File: src/rtl/serial_add_pkg.sv
// ----------------------------------------------------------------------------
// serial_add_pkg
// Shared definitions for the bit-serial adder controller.
// - DEFAULT_WIDTH : default operand/result width.
// - state_t       : 2-bit FSM state encoding (IDLE / RUN / DONE).
// ----------------------------------------------------------------------------
package serial_add_pkg;

   localparam int DEFAULT_WIDTH = 8;

   typedef logic [1:0] state_t;

   localparam logic [1:0] IDLE = 2'd0;
   localparam logic [1:0] RUN  = 2'd1;
   localparam logic [1:0] DONE = 2'd2;

endpackage

File: src/rtl/serial_add_ctrl_if.sv
// ----------------------------------------------------------------------------
// serial_add_ctrl_if
// Request/result bundle between a requester and serial_add_ctrl.
// - start, a, b, cin : request and operands (requester -> controller)
// - busy, done       : handshake status     (controller -> requester)
// - sum, cout        : registered result    (controller -> requester)
// master = requester side, slave = controller side.
// ----------------------------------------------------------------------------
interface serial_add_ctrl_if
   import serial_add_pkg::*;
#(
   parameter int WIDTH = DEFAULT_WIDTH
);

   logic             start;
   logic [WIDTH-1:0] a;
   logic [WIDTH-1:0] b;
   logic             cin;
   logic             busy;
   logic             done;
   logic [WIDTH-1:0] sum;
   logic             cout;

   modport master (
      output start, a, b, cin,
      input  busy, done, sum, cout
   );

   modport slave (
      input  start, a, b, cin,
      output busy, done, sum, cout
   );

endinterface

File: src/rtl/serial_add_ctrl_fa.sv
// ----------------------------------------------------------------------------
// fa
// One-bit full adder cell shared by the serial adder datapath.
// - a, b, cin : addend bits and carry-in
// - sum, cout : sum bit and carry-out
// ----------------------------------------------------------------------------
module fa (
   input  logic a,
   input  logic b,
   input  logic cin,
   output logic sum,
   output logic cout
);

   assign sum  = a ^ b ^ cin;
   assign cout = (a & b) | (cin & (a ^ b));

endmodule

File: src/rtl/serial_add_ctrl.sv
// ----------------------------------------------------------------------------
// serial_add_ctrl
// Bit-serial adder controller: adds two WIDTH-bit operands plus carry-in by
// stepping a single full adder cell LSB-first over WIDTH cycles.
// Ports:
// - clk  : rising-edge clock
// - rst  : synchronous active-high reset (aborts any operation in flight)
// - bus  : serial_add_ctrl_if slave modport
//          start/a/b/cin sampled on the accepting edge (busy=0),
//          busy high during RUN, done pulses one cycle with a new sum/cout,
//          sum/cout held until the next completion.
// ----------------------------------------------------------------------------
module serial_add_ctrl
   import serial_add_pkg::*;
#(
   parameter int WIDTH = DEFAULT_WIDTH
) (
   input  logic                clk,
   input  logic                rst,
   serial_add_ctrl_if.slave    bus
);

   localparam int              CNT_W    = $clog2(WIDTH);
   localparam logic [CNT_W-1:0] CNT_LAST = CNT_W'(WIDTH - 1);

   state_t             state_reg,  state_next;
   logic [CNT_W-1:0]   cnt_reg,    cnt_next;
   logic [WIDTH-1:0]   a_sr_reg,   a_sr_next;
   logic [WIDTH-1:0]   b_sr_reg,   b_sr_next;
   logic [WIDTH-1:0]   s_sr_reg,   s_sr_next;
   logic               carry_reg,  carry_next;
   logic [WIDTH-1:0]   sum_reg,    sum_next;
   logic               cout_reg,   cout_next;

   logic               fa_sum;
   logic               fa_cout;

   // Shifted views of the operand and sum registers; the sum register takes
   // the current adder bit at its MSB so that after WIDTH steps the first
   // (LSB) bit has walked down to bit 0.
   logic [WIDTH-1:0]   a_shift;
   logic [WIDTH-1:0]   b_shift;
   logic [WIDTH-1:0]   s_shift;

   genvar gi;
   generate
      for (gi = 0; gi < WIDTH - 1; gi++) begin : g_shift
         assign a_shift[gi] = a_sr_reg[gi + 1];
         assign b_shift[gi] = b_sr_reg[gi + 1];
         assign s_shift[gi] = s_sr_reg[gi + 1];
      end
   endgenerate

   assign a_shift[WIDTH-1] = 1'b0;
   assign b_shift[WIDTH-1] = 1'b0;
   assign s_shift[WIDTH-1] = fa_sum;

   fa u_fa (
      .a    (a_sr_reg[0]),
      .b    (b_sr_reg[0]),
      .cin  (carry_reg),
      .sum  (fa_sum),
      .cout (fa_cout)
   );

   always_comb begin
      state_next = state_reg;
      cnt_next   = cnt_reg;
      a_sr_next  = a_sr_reg;
      b_sr_next  = b_sr_reg;
      s_sr_next  = s_sr_reg;
      carry_next = carry_reg;
      sum_next   = sum_reg;
      cout_next  = cout_reg;

      case (state_reg)
         IDLE, DONE: begin
            // Both idle states accept a request; accepting in DONE gives
            // back-to-back operation without an IDLE bubble.
            if (bus.start) begin
               a_sr_next  = bus.a;
               b_sr_next  = bus.b;
               carry_next = bus.cin;
               cnt_next   = '0;
               state_next = RUN;
            end else begin
               state_next = IDLE;
            end
         end

         RUN: begin
            a_sr_next  = a_shift;
            b_sr_next  = b_shift;
            s_sr_next  = s_shift;
            carry_next = fa_cout;
            if (cnt_reg == CNT_LAST) begin
               // Final bit: publish the result on this same edge.
               sum_next   = s_shift;
               cout_next  = fa_cout;
               cnt_next   = '0;
               state_next = DONE;
            end else begin
               cnt_next   = cnt_reg + 1'b1;
            end
         end

         default: begin
            state_next = IDLE;
         end
      endcase
   end

   always_ff @(posedge clk) begin
      if (rst) begin
         state_reg <= IDLE;
         cnt_reg   <= '0;
         a_sr_reg  <= '0;
         b_sr_reg  <= '0;
         s_sr_reg  <= '0;
         carry_reg <= 1'b0;
         sum_reg   <= '0;
         cout_reg  <= 1'b0;
      end else begin
         state_reg <= state_next;
         cnt_reg   <= cnt_next;
         a_sr_reg  <= a_sr_next;
         b_sr_reg  <= b_sr_next;
         s_sr_reg  <= s_sr_next;
         carry_reg <= carry_next;
         sum_reg   <= sum_next;
         cout_reg  <= cout_next;
      end
   end

   // Status is a direct decode of the state register, so busy and done are
   // mutually exclusive and carry no path from the inputs.
   assign bus.busy = (state_reg == RUN);
   assign bus.done = (state_reg == DONE);
   assign bus.sum  = sum_reg;
   assign bus.cout = cout_reg;

endmodule

File: src/flat_wrapper.sv
// flat-port wrapper written by rule: the top's interface ports become plain ports
module serial_add_ctrl_flat import serial_add_pkg::*;
#(
   parameter int WIDTH = DEFAULT_WIDTH
)
  (clk, rst, bus_start, bus_a, bus_b, bus_cin, bus_busy, bus_done, bus_sum, bus_cout);
  serial_add_ctrl_if #(.WIDTH(WIDTH)) bus_i ();
  input  logic clk;
  input  logic rst;
  input wire logic [$bits(bus_i.start)-1:0] bus_start;
  input wire logic [$bits(bus_i.a)-1:0] bus_a;
  input wire logic [$bits(bus_i.b)-1:0] bus_b;
  input wire logic [$bits(bus_i.cin)-1:0] bus_cin;
  output wire logic [$bits(bus_i.busy)-1:0] bus_busy;
  output wire logic [$bits(bus_i.done)-1:0] bus_done;
  output wire logic [$bits(bus_i.sum)-1:0] bus_sum;
  output wire logic [$bits(bus_i.cout)-1:0] bus_cout;
  assign bus_i.start = bus_start;
  assign bus_i.a = bus_a;
  assign bus_i.b = bus_b;
  assign bus_i.cin = bus_cin;
  assign bus_busy = bus_i.busy;
  assign bus_done = bus_i.done;
  assign bus_sum = bus_i.sum;
  assign bus_cout = bus_i.cout;
  serial_add_ctrl #(.WIDTH(WIDTH)) u_core (.clk(clk), .rst(rst), .bus(bus_i));
endmodule
File: config.mk
export PLATFORM = sky130hd
export DESIGN_NAME = serial_add_ctrl_flat
export DESIGN_NICKNAME = d
export VERILOG_FILES = /design/src/rtl/serial_add_pkg.sv /design/src/rtl/serial_add_ctrl_if.sv /design/src/rtl/serial_add_ctrl_fa.sv /design/src/rtl/serial_add_ctrl.sv /design/src/flat_wrapper.sv
export SDC_FILE = /design/constraint.sdc
export NUM_CORES = 1
export LEC_CHECK = 0
export CORE_MARGIN = 4
export CORE_UTILIZATION = 50
export CTS_BUF_LIST = sky130_fd_sc_hd__clkbuf_4 sky130_fd_sc_hd__clkbuf_8 sky130_fd_sc_hd__clkbuf_16
export DETAILED_ROUTE_END_ITERATION = 10
export PLACE_DENSITY = 0.78
export SLEW_MARGIN = 20
export SYNTH_ARGS = -nofsm -noshare
export SYNTH_HDL_FRONTEND = slang
export SYNTH_SLANG_ARGS = --single-unit
File: constraint.sdc
create_clock -name clk -period 1.75 [get_ports clk]
set_input_delay 0.2625 -clock clk [delete_from_list [all_inputs] [get_ports clk]]
set_output_delay 0.2625 -clock clk [all_outputs]
set_load 0.005 [all_outputs]
Yosys cells after proc, flatten, opt, wreduce, memory -nomap -nowiden
Index checks and enable logic that the tools add are counted.

Bits in registers: 39. Bits of input ports: 20. Output and inout bits: 11. Logic and storage cells: 36.

$add $sub $neg: 1. Eq/ne operators: 5. Mux-type cells: 12. Bitwise operators: 5. Reductions and logical operators: 5.

Operators with widths (count): $pmux W8 S2 (2); $mux W8 (2); $mux W3 (2); $pmux W3 S2 (1); $pmux W2 S2 (1); $reduce_and A2 Y1 (2); $add A3 B1 Y3 const B (1); $eq A3 B3 Y1 const B (1); $and A1 B1 Y1 (2); $eq A2 B1 Y1 const B (1); $eq A2 B2 Y1 const B (1); $logic_not A2 Y1 (1); $mux W1 (2); $mux W2 (1); $ne A2 B1 Y1 const B (1); $ne A2 B2 Y1 const B (1); $pmux W1 S2 (1); $reduce_bool A2 Y1 (1); $reduce_or A2 Y1 (1); $xor A1 B1 Y1 (2); $or A1 B1 Y1 (1).

Depth between registers and ports, before layout
Gate-level depths: netlist of the first run.

Word-level depth: 4. Gate-level depth with buffers: 6. Mapped depth without buffers: 5.

Modules after synthesis
From an unflattened synthesis of the first run, not the netlist that was laid out.

Cell total of the unflattened synthesis: 188. Area total of the unflattened synthesis: 1535.2 um^2.

By module, submodules not included: serial_add_ctrl (times used 1, cells an instance 187, area an instance 1515.2 um^2); fa (times used 1, cells an instance 1, area an instance 20.0 um^2).

Worst setup path after synthesis of the first run
No wires, ideal clock.

Path kind: reg2reg. From: reg u_core.cnt_reg[0]. To: reg u_core.state_reg[0]. Arrival time: 1.108 ns. Required time: 1.622 ns. Slack: 0.514 ns. Stages on the path, launching flop included: 6. Cell sequence: dfxtp_1 -> ha_1 -> ha_1 -> buf_1 -> o21a_1 -> nor2_1.

Cells in the longest elaborated chain, start to end: 2.

Ends and longest elaborated chain: start: declaration (line serial_add_ctrl.sv:27) `logic [CNT_W-1:0] cnt_reg, cnt_next;`; start signal: assignment (line serial_add_ctrl.sv:125) `cnt_reg <= cnt_next;`; $eq A3 B3 Y1 (line serial_add_ctrl.sv:96) `if (cnt_reg == CNT_LAST) begin`; $ne A2 B1 Y1 (no source line); end signal: assignment (line serial_add_ctrl.sv:124) `state_reg <= state_next;`; end: declaration (line serial_add_ctrl.sv:26) `state_t state_reg, state_next;`.

No other way between the ends. A chain may end at the register's enable or synchronous reset.

Worst setup path in the final report of the first run
From: reg u_core.state_reg[1]. To: out bus_busy.

Cells in the longest elaborated chain, start to end: 1.

Ends and longest elaborated chain: $eq A2 B1 Y1 (line serial_add_ctrl.sv:137) `assign bus.busy = (state_reg == RUN);`; end: declaration (line flat_wrapper.sv:14) `output wire logic [$bits(bus_i.busy)-1:0] bus_busy;`.

No other way between the ends.

==> impl_metrics.env, run 1 <==
export IMPL_run_status="completed"
export IMPL_setup_slack_ps=104
export IMPL_synth_xor_area_frac=0
export IMPL_ys_ff_latch=38
export IMPL_layout_min_cycle_time_ps=1650
export IMPL_dieArea_mm2=0.00404
export IMPL_track_usage=0.173
export IMPL_muxShareOfSynthArea=0
export IMPL_synth_area_mm2=0.00155
export IMPL_worstPathArrival_ps=1380
export IMPL_grt_pass1_wl_um=5450
export IMPL_critical_path_class="register to primary output"
export IMPL_syn_inst=188
export IMPL_setup_viol_count_final=0
export IMPL_final_core_util=0.684
export IMPL_synth_top_family_by_area="simple AND/OR/NAND/NOR gates"
export IMPL_worst_setup_path_startpoint="u_core.state_reg[1]$_SDFFE_PP0P_"
export IMPL_vias_per_cell=5.52
export IMPL_antenna_left=0
export IMPL_numPortBuffers=30
export IMPL_synth_ff_type="dfxtp_1"
export IMPL_cts_tree="done"
export IMPL_hp_class="primary input to register"
export IMPL_gp_congestion=0.754
export IMPL_synth_fp_nets=211
export IMPL_routedWlPerCell_um=12.4
export IMPL_synth_area_leader_cell="dfxtp_1"
export IMPL_fin_area_mm2=0.00195
export IMPL_drive_gt1_frac=0.0737
export IMPL_ys_seq_area_frac=0.492
export IMPL_clkLatencyLatePin_ps=340
export IMPL_cts_repair_resized=0
export IMPL_setup_tns_final_ps=0
export IMPL_dpl_cell_area_mm2=0.00184
export IMPL_clockRootBuffer="clkbuf_4"
export IMPL_cts_setup_buffers=0
export IMPL_antenna_found_initial=0
export IMPL_synthSimpleGateAreaFrac=0.253
export IMPL_async_flop_share=0
export IMPL_clkTransAtPathRegs_ps=120
export IMPL_yosysMostFrequentCell="nand2_1"
export IMPL_ys_types=20
export IMPL_max_cap_viol_count=0
export IMPL_num_rows=19
export IMPL_syn2layout_area_growth_pct=26.3
export IMPL_htreeDepth=2
export IMPL_final_nets=239
export IMPL_place_ws_ps=225
export IMPL_holdBufCountCts=0
export IMPL_whs_ps=456
export IMPL_maxSlewHeadroom=0.727
export IMPL_die_h_um=63.6
export IMPL_grt_overflow=0
export IMPL_powerDensity_mw_per_mm2=970
export IMPL_finalClockSkew_ps=14.3
export IMPL_power_leakage_nw=0.716
export IMPL_drt_total_wl_um=3080
export IMPL_diodes=0
export IMPL_peakVddDrop_uv=596
export IMPL_synth_top_area_frac=0.492
export IMPL_clockBufferDepth=2
export IMPL_worst_pin_slew_ps=408
export IMPL_crit_fanout=4
export IMPL_slew_viol_final=0
export IMPL_drt_iter0_drc=96
export IMPL_drc_errors=0
export IMPL_synth_enable_flop_cells=0
export IMPL_min_period_over_period=0.941
export IMPL_rsz0062_at_grt="false"
export IMPL_end_kind="primary output"
export IMPL_dr_total_vias=1369
export IMPL_initial_utilization=0.542
export IMPL_synth_compound_gate_area_share=0.159
export IMPL_cts_sinks=38
export IMPL_die_w_um=63.6
export IMPL_netlist_top_cells_count="nand2_1, dfxtp_1, a21oi_1"
export IMPL_io_pins=31
export IMPL_max_freq_ghz=0.608
export IMPL_cp_required_ps=1490
export IMPL_first_pass_iters=4
export IMPL_place_hpwl_um=2060
export IMPL_setup_worst_path_start_class="register"
export IMPL_ys_warn_count=0
export IMPL_first_global_vias=1315
export IMPL_min_from="bus_a[7]"
export IMPL_synth_area_top_cells="dfxtp_1, nand2_1, a311oi_1"
export IMPL_core_area_mm2=0.00285
export IMPL_cts_buffers=5
export IMPL_r2r_start="u_core.cnt_reg[0]$_SDFFE_PP0P_"
export IMPL_synth_adder_area_share=0.0291
export IMPL_hold_viol=0
export IMPL_postSynthAreaPerCell_um2=8.22
export IMPL_grt_start_max_net_pins=44
## power breakdown
group | internal (W) | total, W | switching [W] | leakage, nW
registers | 0.000910 | 0.000935 | 0.0000258 | 0.310
logic | 0.000101 | 0.000211 | 0.000110 | 0.350
clock network | 0.000447 | 0.000746 | 0.000300 | 0.0554
total | 0.00146 | 0.00189 | 0.000436 | 0.716
## layer usage
| metal | share of wire | track usage | wire, µm | vias up |
|---|---|---|---|---|
| li1 | - | - | - | 696 |
| met1 | 0.41 | 0.172 | 1270 | 638 |
| met2 | 0.52 | 0.317 | 1590 | 31 |
| met3 | 0.053 | 0.0675 | 162 | 4 |
| met4 | 0.016 | 0.0728 | 48 | 0 |
| met5 | 0 | 0 | 0 | - |
## path summary, 6_finish.rpt
kind,end,slack [ps],cells after the start
max,bus_busy,100,3
min,u_core.a_sr_reg[7]$_SDFFE_PP0P_,460,3
min reg2reg,u_core.bus.sum[2]$_SDFFE_PP0P_,460,2
max reg2reg,u_core.bus.sum[1]$_SDFFE_PP0P_,340,5
## placed cells by master (no fill, tap or decap)
cell type,count
a21oi_1,20
nor2b_1,2
dfxtp_1,37
a31oi_1,1
bufinv_16,2
clkdlybuf4s50_1,30
clkbuf_4,5
ha_1,2
buf_12,1
nor2_1,18
fa_1,1
clkinv_2,1
o21a_1,1
nand3_1,13
nand2_1,56
nand3b_1,2
a311oi_1,15
dfxtp_2,1
nand2b_1,2
nor4b_1,1
clkinv_4,1
buf_4,5
## layout make-up
class                   count  area, µm²
clock inverters             3       68.8
inverters                   1       5.00
flip-flops and latches     38        762
fillers                   245        901
well taps                  31       38.8
clock buffers               5       37.5
repair buffers             36        358
multi-input cells         134        682
## logic make-up (layout without fill, tap and decap cells)
logic type,Yosys count,after routing
buffers and inverters,16,45
adder cells (fa/ha/maj),3,3
flip-flops,38,38
AND/OR/NAND/NOR,94,94
AO/OA/AOI/OAI,37,37
## through the flow
stage,instances,power [W]
after floorplan,188,0.00110
after global placement,240,0.00116
after detailed placement,240,0.00117
after CTS,248,0.00191
after global routing,248,0.00200
final,248,0.00189
## worst max-delay path: stages (launching register included)
cell	delay, ps
dfxtp_1	340
nand2b_1	170
clkinv_2	60
clkdlybuf4s50_1	490
Power figures use the tool's default switching activity.
==> inputs of run 2 (changes only) <==
CORE_UTILIZATION = 45   (was 50)
PLACE_DENSITY = 0.74   (was 0.78)
clock period = 1.4 ns   (was 1.75 ns; I/O delays follow)
==> impl_metrics.env, run 2 (same netlist as run 1, synthesis figures left out) <==
export IMPL_initial_utilization=0.463
export IMPL_grt_overflow=0
export IMPL_dieArea_mm2=0.00444
export IMPL_final_nets=246
export IMPL_worstPathArrival_ps=1120
export IMPL_drt_total_wl_um=3140
export IMPL_dr_total_vias=1354
export IMPL_path_cells="buf_4 > nand2b_4 > clkinv_2 > buf_2"
export IMPL_cp_top_family="flip-flops"
export IMPL_setup_worst_path_start_class="register"
export IMPL_hold_viol=0
export IMPL_finalClockSkew_ps=8.16
export IMPL_critical_path_slowest_cell="dfxtp_2"
export IMPL_final_common_cell="nand2_1"
export IMPL_clockRootBuffer="clkbuf_4"
export IMPL_antenna_found_initial=0
export IMPL_antenna_left=0
export IMPL_cp_num_cells=4
export IMPL_r2r_start="u_core.cnt_reg[0]$_SDFFE_PP0P_"
export IMPL_hp_class="primary input to register"
export IMPL_track_usage=0.160
export IMPL_die_w_um=66.6
export IMPL_min_period_over_period=0.947
export IMPL_grt_start_max_net_pins=39
export IMPL_fillCellCount=311
export IMPL_r2r_slack_ps=80
export IMPL_powerDensity_mw_per_mm2=1030
export IMPL_layout_min_cycle_time_ps=1330
export IMPL_run_status="completed"
export IMPL_final_cell_mix="nand2_1, dfxtp_1, a21oi_1"
export IMPL_drc_errors=0
export IMPL_power_leakage_nw=0.842
export IMPL_rsz0062_at_grt="false"
export IMPL_whs_ps=411
export IMPL_min_from="bus_b[7]"
export IMPL_slew_viol_final=0
export IMPL_max_cap_viol_count=0
export IMPL_dpl_cell_area_mm2=0.00188
export IMPL_critical_path_class="register to primary output"
export IMPL_first_pass_iters=4
export IMPL_drive_gt1_frac=0.161
export IMPL_place_hpwl_um=1870
export IMPL_clkTransAtPathRegs_ps=120
export IMPL_cp_num_buf_inv=3
export IMPL_cts_buffers=5
export IMPL_max_freq_ghz=0.754
export IMPL_peakVddDrop_uv=529
export IMPL_multiInputGateArea_um2=696
export IMPL_cp_required_ps=1190
export IMPL_crit_fanout=3
export IMPL_end_kind="primary output"
export IMPL_r2r_end="u_core.bus.sum[1]$_SDFFE_PP0P_"
export IMPL_r2r_worst_path_cells=6
export IMPL_seq_area_um2=777
export IMPL_setup_viol_count_final=0
export IMPL_diodes=0
export IMPL_grt_pass1_wl_um=5380
export IMPL_maxSlewHeadroom=0.843
export IMPL_routedWlPerCell_um=11.6
export IMPL_worst_setup_path_startpoint="u_core.state_reg[1]$_SDFFE_PP0P_"
export IMPL_gp_congestion=0.721
export IMPL_endpoint="bus_busy"
export IMPL_clockBufferDepth=2
export IMPL_drt_iter0_drc=112
export IMPL_cts_sinks=38
export IMPL_cp_slowest_stage_delay_ps=340
export IMPL_fin_area_mm2=0.00203
export IMPL_htreeDepth=2
export IMPL_io_pins=31
export IMPL_die_h_um=66.6
export IMPL_cts_tree="done"
export IMPL_core_area_mm2=0.00334
export IMPL_num_rows=21
export IMPL_first_global_vias=1259
export IMPL_syn2layout_area_growth_pct=31.4
export IMPL_numPortBuffers=30
export IMPL_clkLatencyLatePin_ps=340
export IMPL_vias_per_cell=5.01
export IMPL_worst_pin_slew_ps=233
-- run 2: cell count changes in the layout (fill, tap and decap cells not counted), moves of 3 or more --
cell | previous run | this run
dfxtp_1 | 37 | 27
dlygate4sd2_1 | 0 | 7
dlymetal6s2s_1 | 0 | 3
dfxtp_2 | 1 | 10
buf_4 | 5 | 8
clkdlybuf4s50_1 | 30 | 19
-- run 2: repair_timing --
item	4_1_cts	5_1_grt
endpoints found under the setup margin	20	18
pin swaps	1	1
buffers inserted	5	1
cloned	0	0
hold buffers	0	0
resized for setup	25	7
-- run 2: layer usage --
metal | track usage | share of wire | vias up
met5 | 0 | 0 | -
met4 | 0.0838 | 0.022 | 0
met3 | 0.0422 | 0.048 | 7
met2 | 0.267 | 0.47 | 29
met1 | 0.185 | 0.46 | 610
li1 | - | - | 708
-- run 2: final cells by class --
class | count | area share
repair buffers | 43 | 0.213
flip-flops and latches | 38 | 0.383
clock buffers | 7 | 0.0290
multi-input cells | 134 | 0.343
inverters | 1 | 0.00246
well taps | 46 | 0.0283
clock inverters | 1 | 0.00246
-- run 2: power breakdown --
group          internal [W]  switching (W)
combinational      0.000142       0.000147
sequential          0.00114      0.0000315
clock              0.000263       0.000365
total               0.00154       0.000543
-- run 2: worst min-delay path, stage by stage --
cell             delay (ps)
clkdlybuf4s50_1         400
nand2_1                  60
a21oi_1                  50
-- run 2: how the worst min path moves through the flow --
| stage | endpoint | cells past startpoint |
|---|---|---|
| final | u_core.b_sr_reg[7]$_SDFFE_PP0P_ | 3 |
| after global routing | u_core.b_sr_reg[7]$_SDFFE_PP0P_ | 3 |
| after CTS | u_core.a_sr_reg[7]$_SDFFE_PP0P_ | 3 |
| after detailed placement | u_core.s_sr_reg[1]$_SDFFE_PP0P_ | 2 |
| after global placement | u_core.bus.sum[0]$_SDFFE_PP0P_ | 2 |
| after floorplan | u_core.a_sr_reg[7]$_SDFFE_PP0P_ | 2 |
-- run 2: stage by stage --
step	instances	util	worst slack (ps)	power, W	setup TNS (ps)
after global routing	270	0.609	3.13	0.00219	0
final	270	0.609	74.4	0.00208	0
after global placement	256	0.564	-65.8	0.00146	-485
after CTS	269	0.599	0.684	0.00209	0
after floorplan	188	-	164	0.00137	0
after detailed placement	256	0.564	-99.2	0.00147	-1120
==> inputs of run 3 (changes only) <==
SLEW_MARGIN = unset   (was 20)
==> results of run 3 <==
Final layout, timing and power as in run 2 (identical DEF).
